--- src/rtl/hbus_wrreg_stm.sv ---
// rtl/hbus_wrreg_stm.sv - HyperBus register-write sequencer (WRREG leg of the top-level STM)
module hbus_wrreg_stm #(
   parameter int CSS_CYC = 1,
   parameter int CSH_CYC = 1,
   parameter int RWR_CYC = 3
) (
   input  logic        clk,
   input  logic        rst,
   input  logic        stm_start,
   output logic        stm_end,
   input  logic [47:0] casig,
   input  logic [15:0] regdata,
   output logic        oe,
   output logic        oe_clk,
   output logic        csn,
   output logic [15:0] datain
);

   localparam logic [3:0] S_IDLE = 4'd0;
   localparam logic [3:0] S_CSS  = 4'd1;
   localparam logic [3:0] S_CA0  = 4'd2;
   localparam logic [3:0] S_CA1  = 4'd3;
   localparam logic [3:0] S_CA2  = 4'd4;
   localparam logic [3:0] S_DATA = 4'd5;
   localparam logic [3:0] S_CSH  = 4'd6;
   localparam logic [3:0] S_RWR  = 4'd7;
   localparam logic [3:0] S_DONE = 4'd8;

   localparam logic [3:0] CSS_LD = 4'(CSS_CYC);
   localparam logic [3:0] CSH_LD = 4'(CSH_CYC);
   localparam logic [3:0] RWR_LD = 4'(RWR_CYC);

   logic [3:0]  state_q, state_d;
   logic [3:0]  cnt_q, cnt_d;
   logic        start_prev_q;
   logic        abort_q, abort_d;
   logic [47:0] ca_q, ca_d;
   logic [15:0] wd_q, wd_d;
   logic        csn_q, csn_d;
   logic        oe_q, oe_d;
   logic        end_q, end_d;
   logic [15:0] din_q, din_d;
   logic        active;
   logic        abort_now;

   // Bus-owning states: a drop of stm_start here cuts the transfer short
   assign active = (state_q == S_CSS) || (state_q == S_CA0) || (state_q == S_CA1) ||
                   (state_q == S_CA2) || (state_q == S_DATA) || (state_q == S_CSH);
   assign abort_now = active && !stm_start;

   // Next-state, timer and latch logic
   always_comb begin
      state_d = state_q;
      cnt_d   = cnt_q;
      abort_d = abort_q;
      ca_d    = ca_q;
      wd_d    = wd_q;
      case (state_q)
         S_IDLE: begin
            // Only a genuine low-to-high transition starts a write
            if (stm_start && !start_prev_q) begin
               state_d = S_CSS;
               cnt_d   = CSS_LD;
               abort_d = 1'b0;
               ca_d    = {2'b01, casig[45:0]};
               wd_d    = regdata;
            end
         end
         S_CSS: begin
            if (cnt_q == 4'd1) state_d = S_CA0;
            else               cnt_d   = cnt_q - 4'd1;
         end
         S_CA0:  state_d = S_CA1;
         S_CA1:  state_d = S_CA2;
         S_CA2:  state_d = S_DATA;
         S_DATA: begin
            state_d = S_CSH;
            cnt_d   = CSH_LD;
         end
         S_CSH: begin
            if (cnt_q == 4'd1) begin
               state_d = S_RWR;
               cnt_d   = RWR_LD;
            end else begin
               cnt_d = cnt_q - 4'd1;
            end
         end
         S_RWR: begin
            // Recovery always runs to completion; a drop seen here skips DONE
            if (!stm_start) abort_d = 1'b1;
            if (cnt_q == 4'd1) state_d = (abort_q || !stm_start) ? S_IDLE : S_DONE;
            else               cnt_d   = cnt_q - 4'd1;
         end
         S_DONE: begin
            if (!stm_start) state_d = S_IDLE;
         end
         default: state_d = S_IDLE;
      endcase
      if (abort_now) begin
         state_d = S_RWR;
         cnt_d   = RWR_LD;
         abort_d = 1'b1;
      end
   end

   // Output decode; outputs trail the state by one cycle, except an abort releases the bus at once
   always_comb begin
      csn_d = 1'b1;
      oe_d  = 1'b0;
      end_d = 1'b0;
      din_d = 16'h0000;
      if (!abort_now) begin
         case (state_q)
            S_CSS, S_CSH: csn_d = 1'b0;
            S_CA0: begin
               csn_d = 1'b0;
               oe_d  = 1'b1;
               din_d = ca_q[47:32];
            end
            S_CA1: begin
               csn_d = 1'b0;
               oe_d  = 1'b1;
               din_d = ca_q[31:16];
            end
            S_CA2: begin
               csn_d = 1'b0;
               oe_d  = 1'b1;
               din_d = ca_q[15:0];
            end
            S_DATA: begin
               csn_d = 1'b0;
               oe_d  = 1'b1;
               din_d = wd_q;
            end
            S_DONE:  end_d = 1'b1;
            default: ;
         endcase
      end
   end

   // State and output registers; start_prev resets high so a held request cannot fire after reset
   always_ff @(posedge clk) begin
      if (rst) begin
         state_q      <= S_IDLE;
         cnt_q        <= 4'd0;
         start_prev_q <= 1'b1;
         abort_q      <= 1'b0;
         ca_q         <= 48'h0;
         wd_q         <= 16'h0;
         csn_q        <= 1'b1;
         oe_q         <= 1'b0;
         end_q        <= 1'b0;
         din_q        <= 16'h0;
      end else begin
         state_q      <= state_d;
         cnt_q        <= cnt_d;
         start_prev_q <= stm_start;
         abort_q      <= abort_d;
         ca_q         <= ca_d;
         wd_q         <= wd_d;
         csn_q        <= csn_d;
         oe_q         <= oe_d;
         end_q        <= end_d;
         din_q        <= din_d;
      end
   end

   assign csn     = csn_q;
   assign oe      = oe_q;
   assign oe_clk  = oe_q;
   assign stm_end = end_q;
   assign datain  = din_q;

endmodule

--- config.mk ---
export PLATFORM = sky130hd
export DESIGN_NAME = hbus_wrreg_stm
export DESIGN_NICKNAME = d
export VERILOG_FILES = /design/src/rtl/hbus_wrreg_stm.sv
export SDC_FILE = /design/constraint.sdc
export NUM_CORES = 1
export LEC_CHECK = 0
export ABC_AREA = 1
export ABC_CLOCK_PERIOD_IN_PS = 4450
export CAP_MARGIN = 20
export CORE_ASPECT_RATIO = 0.5
export CORE_MARGIN = 2
export CORE_UTILIZATION = 55
export CTS_BUF_LIST = sky130_fd_sc_hd__clkbuf_4 sky130_fd_sc_hd__clkbuf_8
export DETAILED_ROUTE_END_ITERATION = 8
export PLACE_DENSITY = 0.95
export SYNTH_ARGS = -nofsm -noshare
export SYNTH_HDL_FRONTEND = slang
export SYNTH_SLANG_ARGS = --single-unit
--- constraint.sdc ---
create_clock -name clk -period 4.45 [get_ports clk]
set_clock_uncertainty 0.15 [all_clocks]
set_input_delay 0.89 -clock clk [delete_from_list [all_inputs] [get_ports clk]]
set_output_delay 0.89 -clock clk [all_outputs]
set_load 0.02 [all_outputs]
# Yosys cells after proc, flatten, opt, wreduce, memory -nomap -nowiden
# Cells that the tools add are included.
[totals]
input_bits = 67
ff_bits = 92
word_cells = 79
out_inout_bits = 20
[classes]
reduce_logical = 24
add_sub_neg = 1
eq_ne = 22
muxes = 20
[ops]
columns = ["op", "n"]
rows = [
  ["$pmux 16 s4", 1],
  ["$pmux 4 s9", 1],
  ["$mux 4", 8],
  ["$eq 4x3->1 const B", 4],
  ["$pmux 4 s4", 1],
  ["$ne 3x3->1 const B", 5],
  ["$reduce_and 5->1", 2],
  ["$reduce_and 3->1", 3],
  ["$eq 4x1->1 const B", 2],
  ["$eq 4x2->1 const B", 2],
  ["$ne 2x2->1 const B", 4],
  ["$logic_or 1x1->1", 6],
  ["$mux 1", 6],
  ["$ne 3x2->1 const B", 2],
  ["$reduce_or 6->1", 1],
  ["$reduce_bool 5->1", 1],
  ["$eq 4x4->1 const B", 1],
  ["$logic_not 4->1", 1],
  ["$ne 2x1->1 const B", 2],
  ["$reduce_bool 4->1", 1],
  ["$reduce_or 2->1", 2],
  ["$reduce_or 4->1", 1],
  ["$sub 4x1->4 const B", 1],
  ["$mux 3", 1],
  ["6 further kinds", 8],
]

# Depth between registers and ports, before layout
[depth]
word_depth = 9
ltp_mapped = 11
depth_no_buf = 11

# Least setup slack after synthesis
# No wires, ideal clock.
[synth_path]
path_kind = "input -> register"
startpoint = "input stm_start"
endpoint = "register ca_q[0]"
t_arrival_ns = 1.751
path_stages = 7
slack_ns = 2.433
setup_time_ns = 0.116
cell_sequence = "inv_1 nor3_4 inv_2 buf_2 buf_2 nor2_1 nor2_1"
[synth_via]
elab_chain_cells = 2
[synth_lines]
columns = ["element", "line", "rtl"]
rows = [
  ["start: declaration", "9", "input logic stm_start,"],
  ["$logic_and 1x1->1", "61", "if (stm_start && !start_prev_q) begin"],
  ["$reduce_and 2->1 (no source line)", "--", ""],
  ["end signal: assignment", "148", "ca_q <= 48'h0;"],
  ["end signal: assignment", "159", "ca_q <= ca_d;"],
  ["end: declaration", "37", "logic [47:0] ca_q, ca_d;"],
]
# Every way passes these cells.
# A chain may end at the register's enable or synchronous reset.

# Worst setup path in the final report
[layout_path]
startpoint = "input stm_start"
endpoint = "register din_q[0] (netlist: datain[0])"
[layout_via]
elab_chain_cells = 3
[layout_lines]
columns = ["element", "line", "rtl"]
rows = [
  ["$logic_not 1->1", "--", ""],
  ["$logic_and 1x1->1", "49", "assign abort_now = active && !stm_start;"],
  ["$reduce_or 2->1 (no source line)", "--", ""],
  ["end signal: assignment", "164", "din_q <= din_d;"],
  ["end: declaration", "42", "logic [15:0] din_q, din_d;"],
]
# Every way passes these cells.

==> metrics <==
vias in the first global route=3,404; Register-to-Register Path Depth=6; Post-Place Setup Slack=1220 ps; standard-cell rows=21; half-perimeter wire length after placement=6.65 mm; Inserted Clock Buffers=9; maxcap violations=0; Mapped Area=3770 um^2; hold buffers post-CTS=0; Gate Count Post-Synth=515; FF+latch area=1840 um^2; core area=6650 um^2; CTS resizes=0; overall power=2.31 mW; Hold Path Class=reg -> reg; Synth cell types=27; syn_area_per_cell=7.32 um^2; setup violators final=0; status=complete, no violations; Pre-Repair DR Iteration Count=6; DRC Markers=0; post-synth net total=584; Critical path origin=stm_start; largest net degree at the start of global routing=68; fin crit share=64.0%; CP arrival=2960 ps; via/cell ratio=5.61; routed vias=3,795; Final Hold Viols=0; CTS tree=built; PwrDens=478 nW/um^2; Top-Level Pins=87; diode count=0; Post-CTS Setup Bufs=0; Synth warnings=0; GRT Resource Usage Total=27.2%; Port Buffers=84; post-synthesis xor/xnor area fraction=0.232%; minimum hold slack=309 ps; Worst Path Class, Setup=in -> reg; first-pass GRT wire length=16.1 mm; area occupied by multi-input gates=1700 um^2; simple logic cell fraction of the synthesized area=29.9%; initial antenna violation count=0; mux cell area share after synthesis=0%; setup TNS=0 ps; NumNets Final=650; die height=62.6 um; CTS Sinks=92; R2R Setup Slk=1690 ps; routability cong.=0.886; Critical Path RT=4570 ps; post-synthesis sequential area ratio=48.8%; Max-Slew Margin vs Limit=31.4%; grt total ovfl=0; Peak Freq=0.351 GHz; die area=7580 um^2; layout cells sized above 1=4.27%; worst reg2reg path startpoint=state_q[3]$_SDFFE_PP0P_; Final min period=2850 ps; Pleak=1.97 nW; Synth Area in Adders=0.663%; Horiz. Die Dim=121 um; final count of pins violating max slew=0; clk buf depth=2; Max VDD drop=0.197 mV; Routed Antenna Nets=0; Initial Util=56.7%; Synth-to-Final Area Change=28.3%; clock root cell=clkbuf_8; largest family of logic cells by synthesized area=simple AND/OR/NAND/NOR gates; CP endpoint kind=flip-flop; synthesized flop and latch total=92; Critical Path Fanout Max=21; Worst setup SP type=input port; Fill cells=473; total routed wirelength=9.96 mm; initial DRC count=456; fin worst setup slack=1600 ps; Synth Area in Compound Gates=14.3%; clock latency on the worst-skew pair=360 ps; CP endpoint=datain[0]$_SDFF_PP0_; Worst Tran Pin Value=1030 ps; Reg clk slew, reported paths=80 ps; RSZ-0062 raised after global routing=false; reg2reg end=datain[0]$_SDFF_PP0_; H-tree levels=3; WL/cell=14.7 um
## synth_stat cells, drive strengths merged
master / number / area (um^2)
a21oi: 11 / 55.1
clkbuf: 19 / 71.3
a31oi: 1 / 6.26
nor3: 3 / 26.3
inv: 23 / 86.3
nand2: 77 / 292
buf: 12 / 71.3
nand4: 4 / 25.0
o22ai: 2 / 12.5
o211ai: 2 / 15.0
nand3b: 1 / 7.51
o21ai: 64 / 320
ha: 2 / 25.0
and2: 1 / 6.26
nand3: 47 / 235
a41oi: 15 / 131
dfxtp: 92 / 1840
nor2: 138 / 536
xor2: 1 / 8.76
## how the worst min path moves through the flow
stage | from | end | slack, ps | depth (start not counted)
5_1_grt | ca_q[30]$_SDFFE_PP0P_ | ca_q[30]$_SDFFE_PP0P_ | 330 | 2
3_5_place_dp | ca_q[14]$_SDFFE_PP0P_ | ca_q[14]$_SDFFE_PP0P_ | 300 | 2
3_3_place_gp | ca_q[14]$_SDFFE_PP0P_ | ca_q[14]$_SDFFE_PP0P_ | 300 | 2
2_1_floorplan | ca_q[14]$_SDFFE_PP0P_ | ca_q[14]$_SDFFE_PP0P_ | 280 | 2
4_1_cts | ca_q[14]$_SDFFE_PP0P_ | ca_q[14]$_SDFFE_PP0P_ | 310 | 2
6_report | ca_q[14]$_SDFFE_PP0P_ | ca_q[14]$_SDFFE_PP0P_ | 310 | 2
## stage by stage
step | utilization, % | std cells | instance area (um^2)
after floorplan | - | 515 | 3770
after global placement | 69.2 | 662 | 4600
after detailed placement | 69.2 | 662 | 4600
after CTS | 72.8 | 677 | 4840
after global routing | 72.8 | 677 | 4840
final | 72.8 | 677 | 4840
## cells in the final DEF (no fill, tap or decap), drive strengths merged, types with 2 or more instances in the layout
master,instances
a21oi,11
a41oi,15
buf,2
bufinv,3
clkbuf,11
clkdlybuf4s50,84
dfxtp,92
ha,2
inv,23
nand2,77
nand3,47
nand4,4
nor2,138
nor3,3
o211ai,2
o21ai,64
o22ai,2
## power breakdown
group | switching, mW | leakage (nW) | internal (mW) | total, mW
logic | 0.420 | 1.11 | 0.231 | 0.651
clock network | 0.282 | 0.120 | 0.384 | 0.665
registers | 0.0683 | 0.748 | 0.927 | 0.996
total | 0.770 | 1.97 | 1.54 | 2.31
## worst max-delay path, cell delays in order
cell and delay (ps):
clkdlybuf4s50_1 590, inv_1 170, nand2_1 330, nand2_1 570, a41oi_1 400
## layer usage
layer  part of all wire, %  track usage (%)
met1                    43             35.9
met2                    45             41.1
met3                   8.3             8.12
met4                   2.9             12.8
met5                     0                0
## logic make-up (layout without fill, tap and decap cells)
group                      count (synthesis)  count (layout)
xor gates and xnor gates                   1               1
buffers and inverters                     54             124
adders and majority gates                  2               2
DFF                                       92              92
AOI/OAI and AO/OA                         95              95
and+or+nand+nor                          271             271
## sequential cells by signal, indices dropped and copies added, names as in the netlist, 4 cells and up
| register | count |
|---|---|
| datain | 16 |
| cnt_q | 4 |
| wd_q | 16 |
| ca_q | 47 |
| state_q | 4 |
## layout make-up
type                            count  share of cell area [%]
Inverter                           23                    1.78
Multi-Input combinational cell    369                    35.2
Tap cell                           92                    2.38
Sequential cell                    92                    38.1
Clock inverter                      4                    2.04
Timing Repair Buffer               86                    17.7
Clock buffer                       11                    2.87
No activity file was read; power rests on OpenSTA's default activity.
